`config.mk`:
```
export PLATFORM = sky130hd
export DESIGN_NAME = multicycle_ctrl
export DESIGN_NICKNAME = d
export VERILOG_FILES = /design/src/rtl/multicycle_ctrl.sv
export SDC_FILE = /design/constraint.sdc
export NUM_CORES = 1
export LEC_CHECK = 0
export CAP_MARGIN = 20
export CORE_MARGIN = 2
export CORE_UTILIZATION = 39
export DETAILED_ROUTE_END_ITERATION = 16
export PLACE_DENSITY_LB_ADDON = 0.05
export SLEW_MARGIN = 20
export SYNTH_ARGS = -nofsm -noshare
export SYNTH_HDL_FRONTEND = slang
export SYNTH_SLANG_ARGS = --single-unit
export TNS_END_PERCENT = 10
```
`constraint.sdc`:
```
create_clock -name clk -period 2.45 [get_ports clk]
set_clock_uncertainty 0.2 [all_clocks]
set_input_delay 0.49 -clock clk [delete_from_list [all_inputs] [get_ports clk]]
set_output_delay 0.49 -clock clk [all_outputs]
set_load 0.03 [all_outputs]
```
`src/rtl/multicycle_ctrl.sv`:
```
// rtl/multicycle_ctrl.sv - control FSM for the multi-cycle MIPS datapath
// Drives register CEs, mux selects and memory strobes; memory waits are bounded by a timeout.
module multicycle_ctrl #(
  parameter int USE_MEM_READY = 1,
  parameter int TIMEOUT       = 255
) (
  input  logic        clk,
  input  logic        rst,
  input  logic [5:0]  opcode,
  input  logic [5:0]  funct,
  input  logic        zero,
  input  logic        mem_ready,
  output logic        pc_ce,
  output logic        ir_ce,
  output logic        mdr_ce,
  output logic        ab_ce,
  output logic        aluout_ce,
  output logic        reg_we,
  output logic        mem_rd,
  output logic        mem_wr,
  output logic        iord,
  output logic        reg_dst,
  output logic        mem_to_reg,
  output logic        alu_src_a,
  output logic [1:0]  alu_src_b,
  output logic [1:0]  alu_op,
  output logic [1:0]  pc_src,
  output logic        illegal,
  output logic        mem_err,
  output logic        halted,
  output logic [31:0] instr_cnt,
  output logic [3:0]  state
);

  typedef enum logic [3:0] {
    S_IF   = 4'd0,  S_ID  = 4'd1,  S_MA  = 4'd2,  S_MR  = 4'd3,
    S_MW   = 4'd4,  S_WBM = 4'd5,  S_EXR = 4'd6,  S_WBR = 4'd7,
    S_EXI  = 4'd8,  S_WBI = 4'd9,  S_BR  = 4'd10, S_JMP = 4'd11,
    S_HALT = 4'd12
  } state_t;

  localparam logic [5:0] OP_RTYPE = 6'h00;
  localparam logic [5:0] OP_J     = 6'h02;
  localparam logic [5:0] OP_BEQ   = 6'h04;
  localparam logic [5:0] OP_BNE   = 6'h05;
  localparam logic [5:0] OP_ADDI  = 6'h08;
  localparam logic [5:0] OP_SLTI  = 6'h0A;
  localparam logic [5:0] OP_ANDI  = 6'h0C;
  localparam logic [5:0] OP_ORI   = 6'h0D;
  localparam logic [5:0] OP_LW    = 6'h23;
  localparam logic [5:0] OP_SW    = 6'h2B;
  localparam logic [7:0] WAIT_LAST = 8'(TIMEOUT - 1);

  state_t      state_q, state_d;
  logic [7:0]  wait_q, wait_d;
  logic [31:0] cnt_q, cnt_d;
  logic        ready, mem_state, timeout, retire, op_legal;
  logic        unused_funct;

  // funct is decoded by the ALU control, not here
  assign unused_funct = ^funct;

  assign ready     = (USE_MEM_READY != 0) ? mem_ready : 1'b1;
  assign mem_state = (state_q == S_IF) || (state_q == S_MR) || (state_q == S_MW);
  assign timeout   = (TIMEOUT != 0) && mem_state && !ready && (wait_q == WAIT_LAST);
  assign retire    = (state_q == S_WBM) || (state_q == S_WBR) || (state_q == S_WBI) ||
                     (state_q == S_BR)  || (state_q == S_JMP) || ((state_q == S_MW) && ready);

  always_comb begin
    op_legal = 1'b0;
    case (opcode)
      OP_RTYPE, OP_LW, OP_SW, OP_ADDI, OP_ANDI, OP_ORI, OP_SLTI,
      OP_BEQ, OP_BNE, OP_J: op_legal = 1'b1;
      default:              op_legal = 1'b0;
    endcase
  end

  always_ff @(posedge clk or posedge rst) begin
    if (rst) begin
      state_q <= S_IF;
      wait_q  <= 8'd0;
      cnt_q   <= 32'd0;
    end else begin
      state_q <= state_d;
      wait_q  <= wait_d;
      cnt_q   <= cnt_d;
    end
  end

  always_comb begin
    state_d = state_q;
    case (state_q)
      S_IF:  if (timeout) state_d = S_HALT; else if (ready) state_d = S_ID;
      S_ID: begin
        case (opcode)
          OP_RTYPE:                         state_d = S_EXR;
          OP_LW, OP_SW:                     state_d = S_MA;
          OP_ADDI, OP_ANDI, OP_ORI, OP_SLTI: state_d = S_EXI;
          OP_BEQ, OP_BNE:                   state_d = S_BR;
          OP_J:                             state_d = S_JMP;
          default:                          state_d = S_IF;
        endcase
      end
      S_MA:   state_d = (opcode == OP_LW) ? S_MR : S_MW;
      S_MR:   if (timeout) state_d = S_HALT; else if (ready) state_d = S_WBM;
      S_MW:   if (timeout) state_d = S_HALT; else if (ready) state_d = S_IF;
      S_EXR:  state_d = S_WBR;
      S_EXI:  state_d = S_WBI;
      S_WBM, S_WBR, S_WBI, S_BR, S_JMP: state_d = S_IF;
      S_HALT: state_d = S_HALT;
      default: state_d = S_IF;
    endcase

    // Wait counter restarts on every state change and saturates rather than wrapping
    if (state_d != state_q)
      wait_d = 8'd0;
    else if (mem_state && !ready && (wait_q != 8'hFF))
      wait_d = wait_q + 8'd1;
    else
      wait_d = wait_q;

    cnt_d = retire ? cnt_q + 32'd1 : cnt_q;
  end

  always_comb begin
    pc_ce = 1'b0; ir_ce = 1'b0; mdr_ce = 1'b0; ab_ce = 1'b0; aluout_ce = 1'b0;
    reg_we = 1'b0; mem_rd = 1'b0; mem_wr = 1'b0; iord = 1'b0; reg_dst = 1'b0;
    mem_to_reg = 1'b0; alu_src_a = 1'b0; alu_src_b = 2'd0; alu_op = 2'd0;
    pc_src = 2'd0; illegal = 1'b0; mem_err = 1'b0; halted = 1'b0;
    case (state_q)
      S_IF: begin
        mem_rd = 1'b1; alu_src_b = 2'd1;
        ir_ce = ready; pc_ce = ready;
      end
      S_ID: begin
        ab_ce = 1'b1; aluout_ce = 1'b1; alu_src_b = 2'd3;
        illegal = !op_legal;
      end
      S_MA:  begin alu_src_a = 1'b1; alu_src_b = 2'd2; aluout_ce = 1'b1; end
      S_MR:  begin mem_rd = 1'b1; iord = 1'b1; mdr_ce = ready; end
      S_WBM: begin reg_we = 1'b1; mem_to_reg = 1'b1; end
      S_MW:  begin mem_wr = 1'b1; iord = 1'b1; end
      S_EXR: begin alu_src_a = 1'b1; alu_op = 2'd2; aluout_ce = 1'b1; end
      S_WBR: begin reg_we = 1'b1; reg_dst = 1'b1; end
      S_EXI: begin alu_src_a = 1'b1; alu_src_b = 2'd2; alu_op = 2'd3; aluout_ce = 1'b1; end
      S_WBI: reg_we = 1'b1;
      S_BR: begin
        alu_src_a = 1'b1; alu_op = 2'd1; pc_src = 2'd1;
        pc_ce = (opcode == OP_BEQ) ? zero : !zero;
      end
      S_JMP:  begin pc_src = 2'd2; pc_ce = 1'b1; end
      S_HALT: halted = 1'b1;
      default: ;
    endcase
    mem_err = timeout;
    // Enables and strobes drop the instant reset asserts, ahead of the async state reset settling
    if (rst) begin
      pc_ce = 1'b0; ir_ce = 1'b0; mdr_ce = 1'b0; ab_ce = 1'b0; aluout_ce = 1'b0;
      reg_we = 1'b0; mem_rd = 1'b0; mem_wr = 1'b0; illegal = 1'b0; mem_err = 1'b0;
    end
  end

  assign instr_cnt = cnt_q;
  assign state     = state_q;

endmodule

```
==> results.tsv, run 1 <==
stage	metric	value	unit
worst_setup_path	critical path start-end classification	reg -> out	
timing	final setup fails	0	
route	vias per cell	5.14	
timing	Hold WS	0.279	ns
clock_network	number of levels in the clock H-tree	2	
worst_setup_path	Crit Reg-Reg Endpoint	wait_q[1]$_DFFE_PP0P_	
worst_setup_path	worst stage delay on the critical path	0.50	ns
cells_and_area	area growth from synthesis to layout	48.0	%
synthesis	Cell Area, Synth	2690	um2
floorplan	Die Span X	87.0	um
worst_setup_path	critical path data arrival time	1.74	ns
synthesis	cell count after synthesis	286	
floorplan	Floorplan Core Area	6720	um2
timing	Slew HR	61.0	%
global_routing	first-pass GRT wire length	11100	um
timing	hold violation total from the final report	0	
timing	sum of negative setup slack	0	ns
cells_and_area	most common library cell in the layout ignoring fill and taps	sky130_fd_sc_hd__buf_4	
timing	Period Utilization, post-route	99.3	%
cells_and_area	antenna diode count	0	
worst_setup_path	crit-path leading delay family	flip-flops	
min_path	start point of the worst hold path	instr_cnt[31]$_DFFE_PP0P_	
synthesis	post-synth top area share	41.0	%
floorplan	Die ar.	7560	um2
power	Worst VDD drop	278	uV
global_routing	number of antenna violations at the first check in global routing	0	
clock_network	CTS tree	yes	
clock_network	Num Clock Sinks	44	
placed_design	DPL Wire Length	4930	um
synthesis	mean cell area of the mapped netlist	9.39	um2
worst_setup_path	Register-to-Register Setup Slack	0.13	ns
synthesis	synth top area cells	sky130_fd_sc_hd__dfrtp_1 41%, sky130_fd_sc_hd__xnor2_1 6.8%, sky130_fd_sc_hd__xor2_1 6.5%	
worst_setup_path	Reg-to-Reg Start	state[3]$_DFF_PP0_	
worst_setup_path	slowest cell on the critical path	sky130_fd_sc_hd__dfrtp_2	
global_routing	overflow left after global routing	0	
cells_and_area	Finished Layout Cells	477	
synthesis	most common flop cell mapped by yosys	sky130_fd_sc_hd__dfrtp_1	
route	DRC viols	0	
placed_design	port buffer count	66	
worst_setup_path	top fanout value on the critical path	13	
power	leakage power summed over all cells	1.83	nW
run	max-cap viol count	0	
run_status	run status	complete, no violations	
worst_setup_path	data required time at the worst endpoint	1.76	ns
timing	setup repair after global routing missed its margin	yes	
synthesis	post-synth cell types	58	
clock_network	clock-pin transition on the worst setup and hold timing paths	0.08	ns
floorplan	I/O Pins	73	
power	PD cells	718	nW/um2
clock_network	library cell used as clock root buffer	sky130_fd_sc_hd__clkbuf_8	
synthesis	async set-reset flop share out of synthesis	100	%
synthesis	fraction of the yosys area taken by sequential cells	41.0	%
global_routing	vias in the first global route	2337	
synthesis	cell type with the largest total area after synthesis	sky130_fd_sc_hd__dfrtp_1	
worst_setup_path	Bufs and invs on worst path	2	
route	remaining antenna violation count after routing	0	
min_path	path class of the lowest-slack min-delay path	reg -> reg	
global_routing	pin count of the biggest net entering global routing	45	
floorplan	starting utilization of the core area	40.0	%
timing	Peak Freq	0.411	GHz
synthesis	synthesized net count	305	
timing	Final Max Slew Viols	0	
floorplan	Cell Rows	30	
route	total detailed-routing wirelength	6760	um
global_routing	global-route total usage across every layer	18.4	%
clock_network	buffers from clock root to sink, at most	2	
synthesis	warnings from Yosys	0	
timing	Worst Max-Slew Pin Slew	0.585	ns
cells_and_area	layout cells sized above 1	30.0	%
floorplan	die height	87.0	um
placed_design	placed instance count	469	
min_path	worst hold path stage count	1	
route	wire length per cell	14.2	um
min_path	worst-case hold path end point	instr_cnt[31]$_DFFE_PP0P_	
clock_network	Num CTS Buffers	5	
cells_and_area	commonest non-fill, non-tap cells in the layout	64 x sky130_fd_sc_hd__buf_4, 40 x sky130_fd_sc_hd__dfrtp_1, 38 x sky130_fd_sc_hd__clkdlybuf4s50_1	
clock_network	clock network latency to the later pin of the worst-skew pair	0.29	ns
route	routed via count	2453	
worst_setup_path	crit-path cells	buf_12 -> or2_4 -> a21o_1 -> nor3_2 -> buf_4	
clock_network	hold buffer count at CTS	0	
cells_and_area	fill cell total of the finished layout	601	
route	router iterations before antenna repair	4	
placed_design	gpl congestion	0.863	
synthesis	flip-flop and latch count after synthesis	44	
worst_setup_path	crit path capture type	primary output	
synthesis	number of enable-type register cells in the synthesized netlist	0	
timing	Period minus WS final	2.43	ns
worst_setup_path	Worst setup SP type	register	
cells_and_area	NumNets Final	417	
worst_setup_path	worst-case reg-to-reg path depth	8	
route	DRC marker count from the first detailed-route iteration	96	
## cell usage after synthesis (all sizes together) (3+ instances only)
library cell	number
xnor2	21
a211oi	4
nand2b	3
and3	13
dfrtp	44
or2	5
ha	3
nor4	3
and2	3
buf	7
xor2	20
a21oi	5
nor2	37
nand3	15
nand2	23
o21ai	4
nor3	11
nor3b	4
nand4	10
a21o	3
clkbuf	5
inv	8
nor2b	4
## where the power goes
part	switching, W	internal, W
combinational	0.000785	0.000644
clock	0.000228	0.000293
sequential	0.000109	0.000793
## final cells by class
class	count	area (um2)	share of cell area, %
tap	80	100	2.52
timing repair buffer	117	1030	25.9
clock buffer	5	68.8	1.73
multi-input combinational	222	1600	40.4
clock inverter	1	30.0	0.756
inverter	8	33.8	0.850
sequential	44	1110	27.8
## sequential cells by signal, summed over array words and instances, names as in the netlist
signal,flops
instr_cnt,32
wait_q,8
state,4
## timing repair
item,in CTS,in global routing
buffers inserted,0,2
resized for setup,26,24
pin swaps,5,4
endpoints found under the setup margin,17,17
## metrics by stage
step	cell area [um2]	total power (W)	utilization (%)	setup WS (ns)
floorplan	2700	0.00170	-	-0.248
global placement	3720	0.00226	55.3	-0.685
detailed placement	3720	0.00227	55.3	-0.693
CTS	3860	0.00282	57.4	-0.134
global route	3970	0.00303	59.1	-0.0585
finish	3970	0.00285	59.1	0.0171
## how the worst max path moves through the flow
stage / startpoint / to / slack (ns) / cells past startpoint
2_1_floorplan: state[1]$_DFF_PP0_ / mem_err / -0.25 / 5
3_3_place_gp: opcode[0] / pc_ce / -0.68 / 8
3_5_place_dp: opcode[0] / pc_ce / -0.69 / 8
4_1_cts: opcode[3] / pc_ce / -0.13 / 8
5_1_grt: opcode[4] / pc_ce / -0.06 / 8
6_report: state[3]$_DFF_PP0_ / mem_err / 0.02 / 5
## logic make-up after synthesis
logic type / Yosys count / synth area share, %
xor gates and xnor gates: 41 / 13.4
AOI/OAI and AO/OA: 36 / 10.3
DFF: 44 / 41.0
and+or+nand+nor: 141 / 29.4
adders and majority gates: 3 / 1.40
muxes: 1 / 0.419
buffers and inverters: 20 / 4.15
## routing by layer
layer  up-vias  wire length [um]  GRT usage, %
met5         -                 0             0
met4         0               118          5.68
met3        13               251          2.84
met2        56              3050          28.9
met1      1151              3340          26.0
li1       1233                 -             -
Note: power is estimated with default switching activity, not from simulation.
==> run 2: changes to the inputs <==
--- a/config.mk
+++ b/config.mk
@@ -8,6 +8,7 @@
 export CAP_MARGIN = 20
 export CORE_MARGIN = 2
 export CORE_UTILIZATION = 39
+export CTS_BUF_LIST = sky130_fd_sc_hd__clkbuf_8
 export DETAILED_ROUTE_END_ITERATION = 16
 export PLACE_DENSITY_LB_ADDON = 0.05
 export SLEW_MARGIN = 20
==> results of run 2 <==
Final layout, timing and power as in run 1 (identical DEF).
==> run 3: changes to the inputs <==
--- a/config.mk
+++ b/config.mk
@@ -9,6 +9,7 @@
 export CORE_MARGIN = 2
 export CORE_UTILIZATION = 39
 export CTS_BUF_LIST = sky130_fd_sc_hd__clkbuf_8
+export CTS_CLUSTER_SIZE = 16
 export DETAILED_ROUTE_END_ITERATION = 16
 export PLACE_DENSITY_LB_ADDON = 0.05
 export SLEW_MARGIN = 20
==> results of run 3 <==
Final layout, timing and power as in run 1 (identical DEF).
